===== config.mk =====
export PLATFORM = sky130hd
export DESIGN_NAME = shift_rows
export DESIGN_NICKNAME = d
export VERILOG_FILES = /design/src/rtl/shift_rows.sv
export SDC_FILE = /design/constraint.sdc
export NUM_CORES = 1
export LEC_CHECK = 0
export ABC_AREA = 1
export CAP_MARGIN = 20
export CORE_UTILIZATION = 41
export CTS_CLUSTER_DIAMETER = 30
export CTS_CLUSTER_SIZE = 25
export DETAILED_ROUTE_END_ITERATION = 6
export GPL_TIMING_DRIVEN = 0
export PLACE_DENSITY = 0.84
export SYNTH_ARGS = -nofsm -noshare
export SYNTH_HDL_FRONTEND = slang
export SYNTH_SLANG_ARGS = --single-unit

===== constraint.sdc =====
create_clock -name clk -period 1.3 [get_ports clk]
set_clock_uncertainty 0.05 [all_clocks]
set_input_delay 0.325 -clock clk [delete_from_list [all_inputs] [get_ports clk]]
set_output_delay 0.325 -clock clk [all_outputs]
set_load 0.01 [all_outputs]

===== src/rtl/shift_rows.sv =====
// AES ShiftRows / InvShiftRows stage: a pure byte permutation of the 128-bit
// state, registered once, so results appear one cycle after the transfer.
module shift_rows (
    input  logic         clk,
    input  logic         rst_n,
    input  logic         in_valid,
    input  logic         inv,
    input  logic [127:0] istate,
    output logic [127:0] ostate,
    output logic         out_valid
);

    // Handshake: a transfer happens on every rising edge where in_valid=1.
    // There is no ready, so the stage always accepts. out_valid is high for
    // exactly the cycle after each transfer. On idle edges ostate holds its
    // previous value.

    logic [127:0] fwdState;
    logic [127:0] invState;
    logic [127:0] nextState;

    // Byte k sits at istate[127-8k -: 8] and s(r,c) is byte r+4c.
    // Forward takes s(r,c+r) and inverse takes s(r,c-r), with column indices
    // wrapping modulo 4. All indices are constant after the loops unroll.
    always_comb begin
        fwdState = '0;
        invState = '0;
        for (int r = 0; r < 4; r++) begin
            for (int c = 0; c < 4; c++) begin
                fwdState[127 - 8*(r + 4*c) -: 8] =
                    istate[127 - 8*(r + 4*((c + r) % 4)) -: 8];
                invState[127 - 8*(r + 4*c) -: 8] =
                    istate[127 - 8*(r + 4*((c - r + 4) % 4)) -: 8];
            end
        end
    end

    assign nextState = inv ? invState : fwdState;

    always_ff @(posedge clk) begin
        if (!rst_n) begin
            ostate    <= '0;
            out_valid <= 1'b0;
        end else begin
            out_valid <= in_valid;
            if (in_valid) begin
                ostate <= nextState;
            end
        end
    end

endmodule


==> flow_metrics.env <==
export IMPL_cts_sinks=129
export IMPL_cp_arrival_ns=0.91
export IMPL_p_int_mw=7.84
export IMPL_use_met3_pct=6.49
export IMPL_synthesis_nets=959
export IMPL_place_hpwl_mm=13.6
export IMPL_ys_flop_type="dfxtp_1"
export IMPL_maxSlewViolCount=0
export IMPL_cp_required_ns=0.93
export IMPL_power_frac_clock_pct=42.3
export IMPL_yosys_warnings=0
export IMPL_drc=0
export IMPL_gr_usage_met2_pct=44.6
export IMPL_drive_gt1_share_pct=20.2
export IMPL_antenna_found_initial=0
export IMPL_ys_seq_elements=129
export IMPL_wl_per_cell_um=14.5
export IMPL_p_leak_nw=4.19
export IMPL_post_cts_buffers=0
export IMPL_synth_cells=827
export IMPL_relSlewSlack_pct=60.6
export IMPL_num_io_pins=261
export IMPL_avgSynthCellArea_um2=6.62
export IMPL_p_total_mw=10.7
export IMPL_nets=1235
export IMPL_setup_viol=0
export IMPL_post_route_util_pct=64.9
export IMPL_core_region_area_um2=12800
export IMPL_die_h_um=118
export IMPL_use_met1_pct=32.8
export IMPL_ir_drop_mv=0.831
export IMPL_synth_async_sr_flop_share_pct=0
export IMPL_ys_seq_area_share_pct=47.2
export IMPL_grt_pass1_vias=5631
export IMPL_cts_hold_buf=0
export IMPL_hold_viol_final=0
export IMPL_antenna_cells=0
export IMPL_num_rows=41
export IMPL_cp_end_kind="output port"
export IMPL_worst_path_max_fanout=2
export IMPL_synth_commonest_cells="320 x nor2_1, 129 x dfxtp_1, 129 x nand2_1, 117 x o21ai_0, 65 x inv_1"
export IMPL_clk_latency_ns=0.42
export IMPL_critPathKind="reg -> out"
export IMPL_clkSlewWorstSetupHoldPaths_ns=0.06
export IMPL_die_area_um2=13800
export IMPL_fin_ws_ns=0.0197
export IMPL_synth_edf_count=0
export IMPL_max_freq_mhz=781
export IMPL_track_usage_pct=27.3
export IMPL_routed_wl_mm=18.7
export IMPL_path_cells="buf_2"
export IMPL_p_sw_share_pct=26.9
export IMPL_period_share_pct=98.5
export IMPL_rsz0062_at_grt="false"
export IMPL_power_frac_comb_pct=16.9
export IMPL_whs_ns=0.200
export IMPL_place_inst=1256
export IMPL_power_switching_mw=2.89
export IMPL_start_util_pct=42.7
export IMPL_die_x_um=118
export IMPL_h_tree_depth=4
export IMPL_tightest_slew_ns=0.591
export IMPL_seqPwrFrac_pct=40.9
export IMPL_status="completed"
export IMPL_clk_path_buf_depth=2
export IMPL_place_area_um2=8260
export IMPL_slowest_stage="dfxtp_1"
export IMPL_power_density_nw_per_um2=1290
export IMPL_finalWeightedCongestion=0.858
export IMPL_fin_area_um2=8320
export IMPL_max_stage_delay_ns=0.33
export IMPL_cap_violations=0
export IMPL_cts_buffers=17
export IMPL_crit_buf_inv=1
export IMPL_synth_top_area_share_pct=47.2
export IMPL_syn_cell_area_um2=5470
export IMPL_dr_pass1_iters=5
export IMPL_dp_slack_ns=-0.195
export IMPL_grt_remaining_overflow=0
export IMPL_path_delay_family="flip-flops"
export IMPL_postRouteAntennaNets=0
export IMPL_startpoint_type="register"
export IMPL_hp_class="in -> reg"
export IMPL_netlist_top_cells_area="dfxtp_1 47%, nor2_1 22%, o21ai_0 11%"
export IMPL_area_growth_syn_to_layout_pct=52.0
export IMPL_cts_tree="done"
export IMPL_clock_root_buffer="clkbuf_16"
export IMPL_top_usage_layer="met2"
export IMPL_yosysTopAreaCell="dfxtp_1"
export IMPL_fin_cells=1288
export IMPL_finalSetupTns_ns=0
export IMPL_num_vias=6095
export IMPL_synth_distinct_cells=14
export IMPL_grt_pass1_wl_mm=29.4
export IMPL_post_route_min_period_ns=1.28
export IMPL_first_iter_violations=332
export IMPL_portBuffers=257
export IMPL_grt_max_degree=17
export IMPL_synthMostInstantiatedCell="nor2_1"
export IMPL_via_per_inst=4.73
layout make-up:
class	count	area (µm²)
clock inverters	13	113
plain buffers	55	315
multi-input cells	577	2330
repair buffers	257	2030
inverters	66	248
clock buffers	19	453
well taps	172	215
fillers	1158	4510
flip-flops and latches	129	2620
what timing repair did:
item | CTS | global route
setup endpoints to repair | 129 | 30
resized for setup | 525 | 38
hold endpoints to repair | 0 | 0
sequential cells by signal, summed over array words and instances, names as in the netlist:
signal     flops
ostate       128
out_valid      1
placed cells by master (no fill, tap or decap):
| cell | instances |
|---|---|
| clkbuf_16 | 17 |
| nand2_1 | 129 |
| inv_1 | 65 |
| clkdlybuf4s50_1 | 128 |
| buf_4 | 6 |
| buf_6 | 23 |
| o21ai_1 | 11 |
| dfxtp_1 | 101 |
| clkinv_4 | 1 |
| nor2_1 | 320 |
| buf_2 | 127 |
| inv_2 | 1 |
| buf_1 | 1 |
| bufinv_16 | 1 |
| clkbuf_2 | 7 |
| inv_6 | 1 |
| o21ai_0 | 117 |
| clkinv_2 | 4 |
| dfxtp_2 | 28 |
| clkinvlp_4 | 6 |
| clkbuf_8 | 2 |
| clkbuf_1 | 19 |
| buf_8 | 1 |
cell families (layout without fill, tap and decap cells):
group / count (synthesis) / count (layout) / share of synthesized area [%]
compound gates: 128 / 128 / 11.7
simple gates: 449 / 449 / 30.8
buf+inv: 121 / 410 / 10.3
flops: 129 / 129 / 47.2
worst paths after layout:
| kind | startpoint | to | slack, ns | depth (start not counted) |
|---|---|---|---|---|
| setup / recovery | ostate[41]$_SDFFE_PN0P_ | ostate[41] | 0.02 | 1 |
| hold / removal | rst_n | ostate[0]$_SDFFE_PN0P_ | 0.20 | 3 |
| setup reg to reg | ostate[106]$_SDFFE_PN0P_ | ostate[106]$_SDFFE_PN0P_ | 0.53 | 2 |
| hold reg to reg | ostate[123]$_SDFFE_PN0P_ | ostate[123]$_SDFFE_PN0P_ | 0.43 | 2 |
metal layers:
| layer | vias up | share of wire (%) |
|---|---|---|
| met5 | - | 0 |
| li1 | 3073 | - |
| met3 | 61 | 6.8 |
| met2 | 257 | 47 |
| met4 | 0 | 4.3 |
| met1 | 2704 | 42 |
power by group through the flow:
stage	clock network, mW	registers, mW	logic (mW)
final	4.54	4.38	1.81
after CTS	4.58	4.36	1.78
after global routing	4.77	4.41	1.99
after global placement	0	4.44	1.99
after floorplan	0	4.58	0.690
after detailed placement	0	4.45	2.02
Power figures use the tool's default switching activity.
